## config.mk

```make
export PLATFORM = sky130hd
export DESIGN_NAME = display_scan
export DESIGN_NICKNAME = d
export VERILOG_FILES = /design/src/rtl/display_pkg.sv /design/src/rtl/display.sv /design/src/rtl/display_scan.sv
export SDC_FILE = /design/constraint.sdc
export NUM_CORES = 1
export LEC_CHECK = 0
export BUFFER_PORTS_ARGS = -buffer_cell sky130_fd_sc_hd__buf_2
export CAP_MARGIN = 20
export CORE_MARGIN = 4
export CORE_UTILIZATION = 55
export DETAILED_ROUTE_END_ITERATION = 10
export HOLD_SLACK_MARGIN = 0.06
export PLACE_DENSITY = 0.78
export SETUP_SLACK_MARGIN = 0.3
export SYNTH_ARGS = -nofsm -noshare
export SYNTH_HDL_FRONTEND = slang
export SYNTH_SLANG_ARGS = --single-unit
```

## constraint.sdc

```tcl
create_clock -name clock -period 7.3 [get_ports clock]
set_input_delay 0.365 -clock clock [delete_from_list [all_inputs] [get_ports clock]]
set_output_delay 0.365 -clock clock [all_outputs]
set_load 0.005 [all_outputs]
```

## src/rtl/display_pkg.sv

```systemverilog
// Shared types and helpers for the multiplexed 7-segment scan controller.
package display_pkg;

  typedef enum logic {
    ST_GUARD = 1'b0,
    ST_DRIVE = 1'b1
  } state_t;

  localparam logic [6:0] SEG_OFF = 7'b1111111;
  localparam int MAX_DIG = 8;

  // Bit k set when digit k is a leading zero to blank; digit 0 is always shown.
  function automatic logic [MAX_DIG-1:0] lz_mask(input logic [4*MAX_DIG-1:0] value,
                                                 input logic blank_zeros,
                                                 input int ndig);
    logic all_zero;
    lz_mask  = '0;
    all_zero = 1'b1;
    for (int k = MAX_DIG - 1; k >= 1; k--) begin
      if (k < ndig) begin
        all_zero   = all_zero && (value[4*k +: 4] == 4'h0);
        lz_mask[k] = blank_zeros && all_zero;
      end
    end
  endfunction

endpackage

```

## src/rtl/display.sv

```systemverilog
// Hex nibble to active-low 7-segment pattern, bit order {g,f,e,d,c,b,a}.
module display (
  input  logic [3:0] i_hex,
  output logic [6:0] o_seg
);

  always_comb begin
    o_seg = 7'b1111111;
    case (i_hex)
      4'h0: o_seg = 7'b1000000;
      4'h1: o_seg = 7'b1111001;
      4'h2: o_seg = 7'b0100100;
      4'h3: o_seg = 7'b0110000;
      4'h4: o_seg = 7'b0011001;
      4'h5: o_seg = 7'b0010010;
      4'h6: o_seg = 7'b0000010;
      4'h7: o_seg = 7'b1111000;
      4'h8: o_seg = 7'b0000000;
      4'h9: o_seg = 7'b0010000;
      4'hA: o_seg = 7'b0001000;
      4'hB: o_seg = 7'b0000011;
      4'hC: o_seg = 7'b1000110;
      4'hD: o_seg = 7'b0100001;
      4'hE: o_seg = 7'b0000110;
      4'hF: o_seg = 7'b0001110;
      default: o_seg = 7'b1111111;
    endcase
  end

endmodule

```

## src/rtl/display_scan.sv

```systemverilog
// Scan controller: guard slot then drive slot per digit, with tear-free value
// commits at frame boundaries and optional leading-zero blanking.
module display_scan
  import display_pkg::*;
#(
  parameter int NDIG        = 4,
  parameter int REFRESH_DIV = 50000,
  parameter int GUARD       = 16
) (
  input  logic                clock,
  input  logic                reset,
  input  logic [4*NDIG-1:0]   valor,
  input  logic                load,
  input  logic                blank_zeros,
  output logic [NDIG-1:0]     an,
  output logic [6:0]          seg,
  output logic                pend,
  output logic                frame_done,
  output logic                dbg_state
);

  localparam int CNT_MAX = (GUARD > REFRESH_DIV) ? GUARD : REFRESH_DIV;
  localparam int CW      = (CNT_MAX > 1) ? $clog2(CNT_MAX) : 1;
  localparam int IW      = (NDIG > 1) ? $clog2(NDIG) : 1;

  localparam logic [CW-1:0] GUARD_LAST = CW'(GUARD - 1);
  localparam logic [CW-1:0] DRIVE_LAST = CW'(REFRESH_DIV - 1);
  localparam logic [CW-1:0] DRIVE_PRE  = CW'(REFRESH_DIV - 2);
  localparam logic [IW-1:0] IDX_LAST   = IW'(NDIG - 1);

  state_t              r_state;
  logic [CW-1:0]       r_cnt;
  logic [IW-1:0]       r_idx;
  logic [4*NDIG-1:0]   r_shadow;
  logic [4*NDIG-1:0]   r_shown;

  logic [3:0]          w_nib;
  logic [6:0]          w_dec;
  logic [MAX_DIG-1:0]  w_mask_full;
  logic [NDIG-1:0]     w_mask;
  logic [6:0]          w_seg_drv;
  logic [NDIG-1:0]     w_an_drv;
  logic                w_wrap;

  // idx and shown only change on DRIVE->GUARD, so the decode of the current
  // digit is valid for whatever is registered into seg while entering or
  // staying in DRIVE; seg and an therefore switch on the same edge.
  assign w_nib       = r_shown[{r_idx, 2'b00} +: 4];
  assign w_mask_full = lz_mask(32'(r_shown), blank_zeros, NDIG);
  assign w_mask      = w_mask_full[NDIG-1:0];
  assign w_seg_drv   = w_mask[r_idx] ? SEG_OFF : w_dec;
  assign w_an_drv    = ~(NDIG'(1) << r_idx);
  assign w_wrap      = (r_state == ST_DRIVE) && (r_cnt == DRIVE_LAST) && (r_idx == IDX_LAST);
  assign dbg_state   = r_state;

  display u_display (
    .i_hex (w_nib),
    .o_seg (w_dec)
  );

  always_ff @(posedge clock or posedge reset) begin
    if (reset) begin
      r_state    <= ST_GUARD;
      r_cnt      <= '0;
      r_idx      <= '0;
      r_shadow   <= '0;
      r_shown    <= '0;
      an         <= '1;
      seg        <= SEG_OFF;
      pend       <= 1'b0;
      frame_done <= 1'b0;
    end else begin
      // Registered one cycle early so the pulse coincides with the commit cycle.
      frame_done <= (r_state == ST_DRIVE) && (r_idx == IDX_LAST) && (r_cnt == DRIVE_PRE);

      case (r_state)
        ST_GUARD: begin
          if (r_cnt == GUARD_LAST) begin
            r_state <= ST_DRIVE;
            r_cnt   <= '0;
            an      <= w_an_drv;
            seg     <= w_seg_drv;
          end else begin
            r_cnt   <= r_cnt + 1'b1;
            an      <= '1;
            seg     <= SEG_OFF;
          end
        end
        ST_DRIVE: begin
          if (r_cnt == DRIVE_LAST) begin
            r_state <= ST_GUARD;
            r_cnt   <= '0;
            r_idx   <= (r_idx == IDX_LAST) ? '0 : r_idx + 1'b1;
            an      <= '1;
            seg     <= SEG_OFF;
          end else begin
            r_cnt   <= r_cnt + 1'b1;
            an      <= w_an_drv;
            seg     <= w_seg_drv;
          end
        end
        default: begin
          r_state <= ST_GUARD;
          r_cnt   <= '0;
          an      <= '1;
          seg     <= SEG_OFF;
        end
      endcase

      // A load landing on the commit cycle bypasses the shadow entirely.
      if (w_wrap && load) begin
        r_shown <= valor;
        pend    <= 1'b0;
      end else if (w_wrap && pend) begin
        r_shown <= r_shadow;
        pend    <= 1'b0;
      end else if (load) begin
        r_shadow <= valor;
        pend     <= 1'b1;
      end
    end
  end

endmodule

```

# == After elaboration in Yosys (flattened, before gate mapping) ==
# Memory sizes are Yosys's and may differ from the RTL's.
# Index checks and enable logic that the tools add are counted.
# word_totals
input_bits,20
mem_bits_ro,112
elab_cells,62
regBits,64
n_memories,1
# memory_table
memory,depth,width,rd,rd_ports_with_merged_regs,write_ports,line_no,text
(name not given),16,7,1,0,0,display.sv:9,case (i_hex)
# op_classes
bitwise,4
eq_ne,4
n_addsub,2
order_cmp,1
n_shift,2
n_reduce_logical,18
mux,21
# op_table
cell,count
16-bit 2-to-1 mux,4
16-bit equality test (second input constant),2
16-bit case mux with 2 select lines,1
7-bit 2-to-1 mux,3
16-bit by 1-bit adder with 16-bit output (second input constant),1
16-bit by 4-bit equality test with 1-bit output (second input constant),1
16-bit by 5-bit variable part select with 4-bit output,1
7-bit case mux with 2 select lines,1
4-bit zero test,3
1-bit logical AND,11
4-bit 2-to-1 mux,2
4-bit case mux with 2 select lines,1
1-bit 2-to-1 mux,6
4-bit NOT,1
1-bit by 2-bit << shifter with 4-bit output (first input constant),1
2-bit by 3-bit < comparator with 1-bit output (second input constant),1
1-bit NOT,3
3-bit AND reduction,1
3-bit nonzero test,1
2-bit by 1-bit adder with 2-bit output (second input constant),1
1-bit binary-select mux with 2-bit select,1
2-bit equality test (second input constant),1
2-bit 2-to-1 mux,1
1-bit case mux with 2 select lines,1
2 further kinds,2

# == Depth between registers and ports, before layout ==
# depth
depth_word,9
depth_mapped,8
mapped_depth_nobuf,7

# == By module ==
# From an unflattened synthesis, not the netlist that was laid out.
# unflattened
cells_unflattened,286
hier_area_um2,3326.9
# modules_own_cells
mod,area_each_um2,cells_per_inst,n_inst
display_scan,3051.7,254,1
display,275.3,32,1

# == Least setup slack after synthesis ==
# OpenSTA, ideal clock, no wires.
# synth_path
path_kind,register to register
start,register r_cnt[11]
end,register r_shown[4]
setup_slack_ns,4.929
path_buffers,2
t_required_ns,7.227
arrival_ns,2.298
setup_time_ns,0.073
path_stages_with_launch,7
cell_sequence,dfrtp_1 -> or4_4 -> or4_4 -> buf_6 -> nor4_4 -> buf_6 -> a2bb2oi_2
# synth_between
elab_chain_len,5
# synth_rtl
element,line_no,text
from (decl),display_scan.sv:32,logic [CW-1:0] r_cnt;
from (signal assigned),display_scan.sv:84,r_cnt <= r_cnt + 1'b1;
from (signal assigned),display_scan.sv:97,r_cnt <= r_cnt + 1'b1;
16-bit equality test *,display_scan.sv:53,assign w_wrap = (r_state == ST_DRIVE) && (r_cnt == DRIVE_LAST) && (r_idx == IDX_LAST);
1-bit logical AND * (2 in series),display_scan.sv:53,
1-bit logical AND (on tied branches),"display_scan.sv:111, display_scan.sv:114",
16-bit 2-to-1 mux / 2-bit nonzero test (equally long branches),n/a,
to (signal assigned),display_scan.sv:112,r_shown <= valor;
to (signal assigned),display_scan.sv:115,r_shown <= r_shadow;
to (decl),display_scan.sv:35,logic [4*NDIG-1:0] r_shown;
# Every way passes the cells marked *; elsewhere a longest branch is shown, timed or not.
# A chain may end at the register's enable or synchronous reset.

# == Worst setup path after layout ==
# layout_path
start,register r_cnt[10]
end,register seg[6]
# layout_between
elab_chain_len,3
# layout_rtl
element,line_no,text
16-bit equality test / 16-bit by 4-bit equality test with 1-bit output (equally long branches),"display_scan.sv:90, display_scan.sv:78",
7-bit 2-to-1 mux (on tied branches),"display_scan.sv:90, display_scan.sv:78",
7-bit case mux with 2 select lines *,display_scan.sv:76,case (r_state)
to (signal assigned),display_scan.sv:82,seg <= w_seg_drv;
to (signal assigned),display_scan.sv:99,seg <= w_seg_drv;
to (decl),display_scan.sv:16,"output logic [6:0] seg,"
# Marked as above.

==> impl_metrics.tcl <==
set metrics [dict create \
    status "finished clean" \
    fin_skew_ns 0.00622 \
    port_buffers 33 \
    h-tree-depth 3 \
    ir_drop_mv 0.149 \
    layout_setup_ws_ns 4.49 \
    via_count 2233 \
    cts_tree "built" \
    hold_ws_ns 0.245 \
    yosysUniqueCellTypes 45 \
    drv_slew 0 \
    synth-async-reset-ratio_pct 100 \
    ant_nets 0 \
    p_total_uw 776 \
    synth_edf_count 0 \
    start_util_pct 57.9 \
    cts_resized 0 \
    first_iter_violations 89 \
    syn_nets 310 \
    synth_ff_type "dfrtp_1" \
    grt_max_degree 65 \
    layout.nets 344 \
    num_rows 27 \
    cts.sinks 64 \
    critPathLaunchType "register" \
    fill_cells 462 \
    maxCapViolCount 0 \
    placed_cells 372 \
    hold_path.class "input port to asynchronous set/reset pin" \
    r2r_cells 4 \
    regArea_sq_um 1620 \
    place.gp.congestion 0.818 \
    cts_hold_buf 0 \
    clkTransAtPathRegs_ns 0.07 \
    place_ws_ns 4.47 \
    wl_per_cell_um 15.9 \
    die_width_um 85.0 \
    die_h_um 85.0 \
    reg2reg_slack_ns 4.49 \
    r2r_start "r_cnt[10]" \
    period_minus_slack_ns 2.81 \
    worst_slew_pin_slew_ns 1.04 \
    drt_wl_total_um 6200 \
    fin_cells 389 \
    syn_area_per_cell_sq_um 11.7 \
    crit_type "register to register" \
    cts_buffers 9 \
    worst_ep_required_time_ns 7.52 \
    syn_to_final_growth_pct 11.9 \
    yosysWarnings 0 \
    hold_viol 0 \
    clk_latency_ns 0.34 \
    relSlewSlack_pct 29.7 \
    antenna_found_initial 0 \
    synthTopCellsByArea "dfrtp_1 41%, dfstp_2 8.9%, mux2_2 6.2%" \
    drc 0 \
    drive_above_1_share_pct 33.1 \
    via_per_inst 5.74 \
    synth_top_area_share_pct 40.6 \
    hpwl_um 4260 \
    setup_violations 0 \
    power_leakage_uw 0.00162 \
    syn_area_sq_um 3260 \
    clk_path_buf_depth 2 \
    postCtsSetupRepairBufs 0 \
    first_pass_iters 4 \
    seq_area_frac_synth_pct 49.5 \
    ys_ff_latch 64 \
    yosys.area.top_type "dfrtp_1" \
    grt_pass1_vias 2226 \
    arrival_ns 3.03 \
    r2r-end "seg[6]" \
    syn_inst 278 \
    grt_pass1_wl_um 10700 \
    fin_crit_sh_pct 38.5 \
    rsz0062_at_grt "no" \
    design.core.area_sq_um 5640 \
    cp-startpoint "r_cnt[10]" \
    cp_max_fo 12 \
    p_per_area_nw_per_um2 213 \
    overflow 0 \
    top_level_ports 34 \
    n_antenna_cell 0 \
    worst_setup_path_end_kind "register" \
    multi_input_area_sq_um 1480 \
    fmax_ghz 0.356 \
    grt_usage_pct 18.7 \
    clock-root-buffer "clkbuf_8" \
    dieArea_sq_um 7230 \
    setup_tns_ns 0 \
]
==> report_power, final <==
group | switching, uW | leakage, uW | internal, uW
Combinational | 32.0 | 0.000743 | 31.3
Sequential | 9.22 | 0.000762 | 374
Clock | 139 | 0.000110 | 191
Total | 180 | 0.00162 | 596
==> worst max-delay path by stage <==
stage / to / depth (start not counted)
2_1_floorplan: r_shown[4] / 6
3_3_place_gp: seg[4] / 4
3_5_place_dp: seg[6] / 4
4_1_cts: seg[6] / 4
5_1_grt: seg[0] / 4
6_report: seg[6] / 4
==> synthesized netlist by cell type (all sizes together) (4+ instances only) <==
| master | n |
|---|---|
| a21oi | 6 |
| a2bb2oi | 17 |
| buf | 6 |
| clkbuf | 7 |
| dfrtp | 53 |
| dfstp | 11 |
| ha | 12 |
| inv | 16 |
| mux2 | 18 |
| mux2i | 5 |
| mux4 | 4 |
| nand2 | 17 |
| nand3 | 16 |
| nand4 | 9 |
| nor2 | 16 |
| nor4 | 7 |
| o21ai | 7 |
| o22ai | 11 |
| or4 | 4 |
| xnor2 | 7 |
| xor2 | 4 |
==> cell usage in the layout, fill, tap and decap left out, types with 5 or more instances in the layout <==
cell,count
inv_1,15
nand2_1,17
nor4_1,6
dfstp_2,11
buf_2,33
a2bb2oi_2,10
o21ai_0,7
a2bb2oi_1,7
nor2_1,16
mux2_2,18
mux2i_1,5
xnor2_1,7
clkbuf_8,9
a21oi_1,6
dfrtp_1,53
nand4_1,9
nand3_1,15
ha_1,12
o22ai_1,11
==> through the flow <==
step / utilization, % / instance area [sq um]
2_1_floorplan: - / 3260
4_1_cts: 64.5 / 3640
3_3_place_gp: 60.8 / 3430
6_report: 64.7 / 3650
5_1_grt: 64.7 / 3650
3_5_place_dp: 60.8 / 3430
==> cell type report <==
type	count	share of cell area [%]
timing repair buffer	37	5.45
clock inverter	6	2.30
sequential	64	44.2
tap	72	2.47
clock buffer	10	3.49
multi-input combinational	184	40.4
inverter	16	1.64
==> state kept, by name, indices dropped and copies added, names as in the netlist <==
name / flops
an: 4
dbg_state: 1
frame_done: 1
pend: 1
r_cnt: 16
r_idx: 2
r_shadow: 16
r_shown: 16
seg: 7
==> metal layers <==
| metal | wire length, um | vias up | GRT usage [%] |
|---|---|---|---|
| met5 | 0 | - | 0 |
| met4 | 136 | 0 | 9.06 |
| met3 | 256 | 11 | 3.50 |
| met2 | 2930 | 44 | 29.2 |
| met1 | 2880 | 1089 | 25.1 |
| li1 | - | 1089 | - |
==> cell families after synthesis <==
kind of cell,count (synthesis),synth area share (%)
adders and majority gates,12,4.60
buffers and inverters,30,5.29
AOI/OAI and AO/OA,50,12.6
muxes,27,10.5
and+or+nand+nor,84,14.5
xor gates and xnor gates,11,2.95
DFF,64,49.5
==> worst max-delay path, stage by stage, from the launching register on <==
cell and delay, ns:
dfrtp_1 0.44, or4_4 0.56, or4bb_2 0.68, o21ai_0 0.84
nand4_1 0.17
Note: power is estimated with default switching activity, not from simulation.
